===== config.mk =====
export PLATFORM = sky130hd
export DESIGN_NAME = fir_mc_mac_engine
export DESIGN_NICKNAME = d
export VERILOG_FILES = /design/src/rtl/fir_mc_mac_engine.sv
export SDC_FILE = /design/constraint.sdc
export NUM_CORES = 2
export LEC_CHECK = 0
export CORE_MARGIN = 2
export CORE_UTILIZATION = 30
export DETAILED_ROUTE_END_ITERATION = 12
export PLACE_DENSITY = 0.4
export SYNTH_ARGS = -nofsm -noshare
export SYNTH_HDL_FRONTEND = slang
export SYNTH_SLANG_ARGS = --single-unit

===== constraint.sdc =====
create_clock -name clk -period 12.1 [get_ports clk]
set_clock_uncertainty 0.1 [all_clocks]
set_input_delay 1.815 -clock clk [delete_from_list [all_inputs] [get_ports clk]]
set_output_delay 1.815 -clock clk [all_outputs]
set_load 0.02 [all_outputs]

===== src/rtl/fir_mc_mac_engine.sv =====
// Multi-channel FIR engine. One time-multiplexed multiply-accumulate unit
// serves NUM_CH channels. Each channel has its own circular sample delay
// line, and all channels share one coefficient set. Each result is scaled,
// saturated and presented on a valid/ready stream. Configuration errors,
// channel errors and saturation are reported on sticky flags.
module fir_mc_mac_engine #(
  parameter int  DATA_W    = 16,
  parameter int  COEF_W    = 16,
  parameter int  MAX_TAPS  = 32,
  parameter int  NUM_CH    = 2,
  parameter int  OUT_W     = 32,
  parameter int  OUT_SHIFT = 0,
  localparam int CH_W      = (NUM_CH > 1) ? $clog2(NUM_CH) : 1
) (
  input  logic                     clk,
  input  logic                     rstn,
  input  logic                     tap_count_we,
  input  logic [31:0]              tap_count,
  input  logic                     coeff_start,
  input  logic                     coeff_valid,
  input  logic signed [COEF_W-1:0] coeff_data,
  output logic                     coeff_ready,
  input  logic                     in_valid,
  output logic                     in_ready,
  input  logic [CH_W-1:0]          in_ch,
  input  logic signed [DATA_W-1:0] in_data,
  output logic                     out_valid,
  input  logic                     out_ready,
  output logic [CH_W-1:0]          out_ch,
  output logic signed [OUT_W-1:0]  out_data,
  input  logic                     err_clr,
  output logic                     cfg_err,
  output logic                     ch_err,
  output logic                     sat_flag
);

  localparam int AW     = $clog2(MAX_TAPS);
  localparam int TW     = AW + 1;
  localparam int PROD_W = DATA_W + COEF_W;
  localparam int ACC_W  = DATA_W + COEF_W + AW;
  localparam int EXT_W  = (ACC_W > OUT_W) ? ACC_W : OUT_W;

  localparam logic [TW-1:0] MAX_IDX = TW'(MAX_TAPS);
  localparam logic signed [EXT_W-1:0] OUT_MAX =
    {{(EXT_W-OUT_W+1){1'b0}}, {(OUT_W-1){1'b1}}};
  localparam logic signed [EXT_W-1:0] OUT_MIN =
    {{(EXT_W-OUT_W+1){1'b1}}, {(OUT_W-1){1'b0}}};

  typedef enum logic [1:0] {S_IDLE, S_MAC, S_OUT} state_e;

  state_e                    state_q, state_d;
  logic                      rdy_en_q;
  logic [TW-1:0]             tap_q, tap_d;
  logic [TW-1:0]             widx_q, widx_d, widx_eff;
  logic [AW-1:0]             k_q, k_d;
  logic [CH_W-1:0]           ch_q, ch_d;
  logic signed [ACC_W-1:0]   acc_q, acc_d, acc_sum;
  logic signed [OUT_W-1:0]   out_data_q, out_data_d;
  logic                      cfg_err_q, ch_err_q, sat_q;
  logic                      cfg_ev, ch_ev, sat_ev;
  logic                      coeff_we, x_we, wptr_inc;
  logic [AW-1:0]             coeff_waddr;

  logic signed [COEF_W-1:0]  coeff_q [MAX_TAPS];
  logic signed [DATA_W-1:0]  x_q     [NUM_CH][MAX_TAPS];
  logic [AW-1:0]             wptr_q  [NUM_CH];

  logic [AW-1:0]             rd_idx;
  logic signed [PROD_W-1:0]  prod;
  logic signed [EXT_W-1:0]   acc_ext, s_ext;
  logic                      ch_ok, mac_last, sat_hi, sat_lo;
  logic signed [OUT_W-1:0]   sat_val;

  // Datapath: product of tap k, running sum, then scaling and saturation of that sum.
  always_comb begin
    rd_idx   = wptr_q[ch_q] - k_q;  // wraps modulo MAX_TAPS (power of two)
    prod     = coeff_q[k_q] * x_q[ch_q][rd_idx];
    acc_sum  = acc_q + ACC_W'(prod);
    acc_ext  = EXT_W'(acc_sum);
    s_ext    = acc_ext >>> OUT_SHIFT;
    sat_hi   = (s_ext > OUT_MAX);
    sat_lo   = (s_ext < OUT_MIN);
    sat_val  = sat_hi ? OUT_MAX[OUT_W-1:0] :
               sat_lo ? OUT_MIN[OUT_W-1:0] : s_ext[OUT_W-1:0];
    mac_last = ({1'b0, k_q} == (tap_q - TW'(1)));
    ch_ok    = (32'(in_ch) < NUM_CH);
  end

  // Control FSM: next state, configuration writes, handshakes and error events.
  always_comb begin
    // NOTE: every signal assigned here gets a default first so no path can
    // leave it unassigned, which would infer a latch.
    state_d     = state_q;
    tap_d       = tap_q;
    widx_d      = widx_q;
    widx_eff    = coeff_start ? '0 : widx_q;
    k_d         = k_q;
    ch_d        = ch_q;
    acc_d       = acc_q;
    out_data_d  = out_data_q;
    cfg_ev      = 1'b0;
    ch_ev       = 1'b0;
    sat_ev      = 1'b0;
    coeff_we    = 1'b0;
    coeff_waddr = '0;
    x_we        = 1'b0;
    wptr_inc    = 1'b0;
    in_ready    = rdy_en_q && (state_q == S_IDLE);
    coeff_ready = rdy_en_q && (state_q == S_IDLE);
    out_valid   = (state_q == S_OUT);

    unique case (state_q)
      S_IDLE: begin
        if (rdy_en_q) begin
          if (tap_count_we) begin
            if (tap_count == 0 || tap_count > MAX_TAPS) cfg_ev = 1'b1;
            else                                        tap_d  = tap_count[TW-1:0];
          end
          if (coeff_start) widx_d = '0;
          if (coeff_valid) begin
            if (widx_eff == MAX_IDX) begin
              cfg_ev = 1'b1;
            end else begin
              coeff_we    = 1'b1;
              coeff_waddr = widx_eff[AW-1:0];
              widx_d      = widx_eff + TW'(1);
            end
          end
          if (in_valid) begin
            if (ch_ok) begin
              x_we    = 1'b1;
              ch_d    = in_ch;
              acc_d   = '0;
              k_d     = '0;
              state_d = S_MAC;
            end else begin
              ch_ev = 1'b1;
            end
          end
        end
      end
      S_MAC: begin
        acc_d = acc_sum;
        if (mac_last) begin
          out_data_d = sat_val;
          sat_ev     = sat_hi || sat_lo;
          wptr_inc   = 1'b1;
          state_d    = S_OUT;
        end else begin
          k_d = k_q + AW'(1);
        end
      end
      S_OUT: begin
        if (out_ready) state_d = S_IDLE;
      end
      default: state_d = S_IDLE;
    endcase
  end

  // State, storage and sticky flags, all with synchronous reset.
  always_ff @(posedge clk) begin
    if (!rstn) begin
      // NOTE: coefficient and delay-line storage is explicitly reset because
      // a restart must behave as all-zero coefficients and empty history.
      state_q    <= S_IDLE;
      rdy_en_q   <= 1'b0;
      tap_q      <= TW'(1);
      widx_q     <= '0;
      k_q        <= '0;
      ch_q       <= '0;
      acc_q      <= '0;
      out_data_q <= '0;
      cfg_err_q  <= 1'b0;
      ch_err_q   <= 1'b0;
      sat_q      <= 1'b0;
      for (int t = 0; t < MAX_TAPS; t++) coeff_q[t] <= '0;
      for (int c = 0; c < NUM_CH; c++) begin
        wptr_q[c] <= '0;
        for (int t = 0; t < MAX_TAPS; t++) x_q[c][t] <= '0;
      end
    end else begin
      // NOTE: sequential state uses non-blocking assignments so every register
      // samples the pre-edge values regardless of statement order.
      state_q    <= state_d;
      rdy_en_q   <= 1'b1;
      tap_q      <= tap_d;
      widx_q     <= widx_d;
      k_q        <= k_d;
      ch_q       <= ch_d;
      acc_q      <= acc_d;
      out_data_q <= out_data_d;
      cfg_err_q  <= (cfg_err_q && !err_clr) || cfg_ev;
      ch_err_q   <= (ch_err_q  && !err_clr) || ch_ev;
      sat_q      <= (sat_q     && !err_clr) || sat_ev;
      if (coeff_we) coeff_q[coeff_waddr] <= coeff_data;
      if (x_we)     x_q[in_ch][wptr_q[in_ch]] <= in_data;
      if (wptr_inc) wptr_q[ch_q] <= wptr_q[ch_q] + AW'(1);
    end
  end

  assign out_ch   = ch_q;
  assign out_data = out_data_q;
  assign cfg_err  = cfg_err_q;
  assign ch_err   = ch_err_q;
  assign sat_flag = sat_q;

endmodule


==> results.md <==
- Hold is met by 376 ps.
- From left edge to right edge, the die measures 531 µm.
- Measured against its own limit, the worst slew margin works out to 17.5%.
- The number of buffers inserted for hold repair after clock tree synthesis is 0.
- Yosys mapped a number of flops with a built-in enable equal to 1,546.
- The tree built by TritonCTS fans out to 1,645 sinks.
- The I/O pin count is 112.
- Synthesis produced a netlist whose cell count is 5,597.
- In the routed design, unresolved DRC markers number 0.
- STA classifies the critical path startpoint as a register.
- Wires add up to 280 mm.
- Counting tap cells, the placed design contains a total of 9,243 instances.
- The global router's overall resource usage is 19.9%.
- The largest individual stage delay along the critical path comes from the cell fa_4.
- At the worst endpoint, the arrival time is 11,750 ps.
- Setup violations remaining at the end of the flow were counted as 0.
- After global routing the overflow that remains totals 0.
- After clock tree synthesis, the clock-pin slew on the worst setup and hold paths is 70 ps.
- After the flow finishes, the layout carries non-filler instances totaling 9,601.
- TritonCTS built the clock tree.
- The critical path buffer and inverter count is 7.
- Compared with the post-synthesis result, the final layout area differs by 15.1%.
- The CTS buffer count is 197.
- The number of levels the H-tree was split into is 4.
- Input and output buffers added on the ports amount to 111.
- The post-detailed-route via-to-cell ratio is 4.97.
- The cell count of the worst reg-to-reg path is 29.
- Ranked by total cell area, the synthesized netlist is headed by edfxtp_1, mux4_2, fa_1, and2_1, dfxtp_1.
- The clock latency at the later pin of the worst-skew pair is 860 ps.
- The first-pass GRT wire length is 397 mm.
- The critical path capture point type is a register.
- Of all cell types, the one taking the most synthesized area is edfxtp_1.
- At the pin with the least slew margin, the transition time is 1240 ps.
- The net count after synthesis is 6,107.
- The row count is 193.
- The root buffer cell is clkbuf_16.
- The average wire per cell in the routed design is 29.1 µm.
- The synthesized area is 83,200 µm².
- In this design, the largest share of critical-path delay is due to adder cells.
- For the worst setup path, the data required time is 12,690 ps.
- The share of the synthesized area in the top cell type is 55.8%.
- The run finished with clean final reports.
- The tool flagged a number of max-cap violations equal to 0.
- Across all layers, the routed design uses 47,700 vias.
- The final hold violation count is 0.
- The critical path is of the register to register type.
- The final layout contains 6,247 nets.
- In this run the worst hold path is classified as register to register.
- The instance count along the most critical hold path is 2.
- After the first detailed-routing iteration, the DRC count stood at 4,263.
- The reg-to-reg setup timing slack is 940 ps.
- Entering global routing, the biggest net connects 82 pins.
- The worst hold path terminates at acc_q[18]$_SDFFE_PN0P_.
- The end of the worst register-to-register path is out_data[18]$_SDFFE_PN0P_.
- In the final timing run, aggregate negative setup slack is 0 ps.
- For this run, the number of Yosys warnings is 0.
- The initial antenna violation count came to 28.
- The flip-flop and latch count after synthesis is 1,645.
- The number of search-and-repair iterations in the first detailed-routing pass is 5.
- Setup repair after global routing left no endpoint under its margin.
- The vertical die dimension is 531 µm.
- After clock tree synthesis, the setup repair step added 0 buffers.
- The max-slew violation total from the final report was 0.
- For this run, the leading register cell type out of synthesis is edfxtp_1.
- The launching point of the worst reg2reg path is wptr_q[0][0]$_SDFFCE_PN0P_.
- The fraction of registers with async set or reset after synthesis is 0%.
- The worst hold path begins at acc_q[18]$_SDFFE_PN0P_.
- The post-route netlist has 19.3% of its cells at a drive strength greater than 1.
- The number of buffers on the longest clock path is 4.
- The via count of the first global-routing pass is 50,513.
- Counting I/O delays and the setup requirement, the final critical path takes 11,160 ps.
- The largest single stage delay on the critical path is 1370 ps.
- Static timing analysis puts the maximum clock frequency at 89.6 MHz.
- The weighted congestion reported at the end of routability-driven placement is 0.803.
- Of the available clock period, the critical path in the final layout requires 92.2%.
- The count of different cell masters after synthesis is 70.
- The floorplan step defined a die boundary enclosing 282,000 µm².
- The area of the placeable core is 276,000 µm².
- Dividing the synthesized area by the synthesized cell count gives 14.9 µm².
- Detailed placement finished with a half-perimeter wire length of 174 mm.
- The count of nets left with antenna violations once routing finished came out at 0.
- The post-synthesis sequential area ratio is 58.2%.
- The number of instances resized during post-cts repair is 0.
- The largest fanout of any net on the critical path is 29.
- Once the floorplan was initialized, standard cells occupied 30.1% of the core.
## sequential cells by signal, summed over array words and instances, names as in the netlist, 2 cells and up, named ones only
signal,count
coeff_q,512
tap_q,6
wptr_q,10
x_q,1024
acc_q,37
out_data,32
widx_q,6
state_q,2
k_q,5
## stage by stage
stage | area [µm²] | worst slack [ps] | utilization [%]
finish | 95800 | 943 | 34.7
global route | 95800 | 346 | 34.7
CTS | 95800 | 884 | 34.7
detailed placement | 89800 | 1000 | 32.5
global placement | 89800 | 1150 | 32.5
floorplan | 83200 | 1030 | -
## worst max path at each step
stage                                      to                        from  cells past startpoint
finish              out_data[18]$_SDFFE_PN0P_  wptr_q[0][0]$_SDFFCE_PN0P_                     29
global route        out_data[18]$_SDFFE_PN0P_  wptr_q[0][0]$_SDFFCE_PN0P_                     29
CTS                 out_data[18]$_SDFFE_PN0P_  wptr_q[0][0]$_SDFFCE_PN0P_                     29
detailed placement  out_data[30]$_SDFFE_PN0P_  wptr_q[0][0]$_SDFFCE_PN0P_                     29
global placement    out_data[26]$_SDFFE_PN0P_  wptr_q[0][0]$_SDFFCE_PN0P_                     30
floorplan           out_data[22]$_SDFFE_PN0P_                    register                     42
## final cells by class
| type | instances | area (µm²) |
|---|---|---|
| fill | 26554 | 180000 |
| sequential | 1645 | 48400 |
| multi-input combinational | 3125 | 32200 |
| clock buffer | 262 | 5350 |
| tap | 3705 | 4640 |
| timing repair buffer | 365 | 3070 |
| inverter | 403 | 1510 |
| clock inverter | 81 | 632 |
| antenna | 15 | 37.5 |
## cells by family (layout without fill, tap and decap cells)
kind of cell / count (synthesis) / in the layout / synth area share [%]
mux: 537 / 537 / 13.6
other cells: 0 / 15 / 0
flops: 1645 / 1645 / 58.2
fa+ha+maj: 437 / 437 / 9.45
compound gates: 389 / 389 / 2.81
simple gates: 1706 / 1706 / 11.4
xor+xnor: 56 / 56 / 0.616
buf+inv: 827 / 1111 / 3.90
## worst reg2reg max path, delay by kind of cell, from the launching register on
| family | cells | cell delay, ps |
|---|---|---|
| AND/OR/NAND/NOR | 3 | 840 |
| flip-flops | 1 | 490 |
| buffers and inverters | 7 | 1140 |
| adder cells (fa/ha/maj) | 9 | 5290 |
| multiplexers | 3 | 940 |
| AO/OA/AOI/OAI | 7 | 2210 |
## cell usage in the layout (no fill, tap or decap), types with 26 or more instances in the layout
cell type | netlist | routed
and3_1 | 289 | 289
nand3_1 | 26 | 26
dfxtp_1 | 99 | 94
inv_1 | 403 | 402
edfxtp_1 | 1546 | 1546
clkbuf_16 | 0 | 202
fa_1 | 320 | 319
a22oi_1 | 32 | 32
xnor2_1 | 37 | 36
clkbuf_1 | 333 | 53
a21oi_1 | 119 | 103
nand2_1 | 235 | 234
o21ai_1 | 4 | 26
nor2b_1 | 72 | 71
ha_1 | 117 | 116
nor2_1 | 229 | 195
o21ai_0 | 135 | 81
clkdlybuf4s50_1 | 0 | 94
buf_4 | 1 | 244
and2_1 | 773 | 773
mux4_2 | 476 | 476
clkinv_1 | 0 | 42
mux2i_1 | 42 | 40
## cell usage after synthesis, types with 72 or more instances
library cell	n
edfxtp_1	1546
and2_1	773
mux4_2	476
inv_1	403
clkbuf_1	333
fa_1	320
and3_1	289
nand2_1	235
nor2_1	229
o21ai_0	135
a21oi_1	119
ha_1	117
dfxtp_1	99
nor2b_1	72
## layer usage
metal  vias to the layer above  track usage (%)  part of all wire, %
li1                      20635                -                    -
met1                     25597             28.4                   45
met2                      1148             32.2                   48
met3                       310             2.45                  5.1
met4                        10             4.44                  2.1
met5                         -                0                0.020
Power is not shown: default switching activity piles up to over one toggle a cycle in this logic, so the estimate is an artifact.
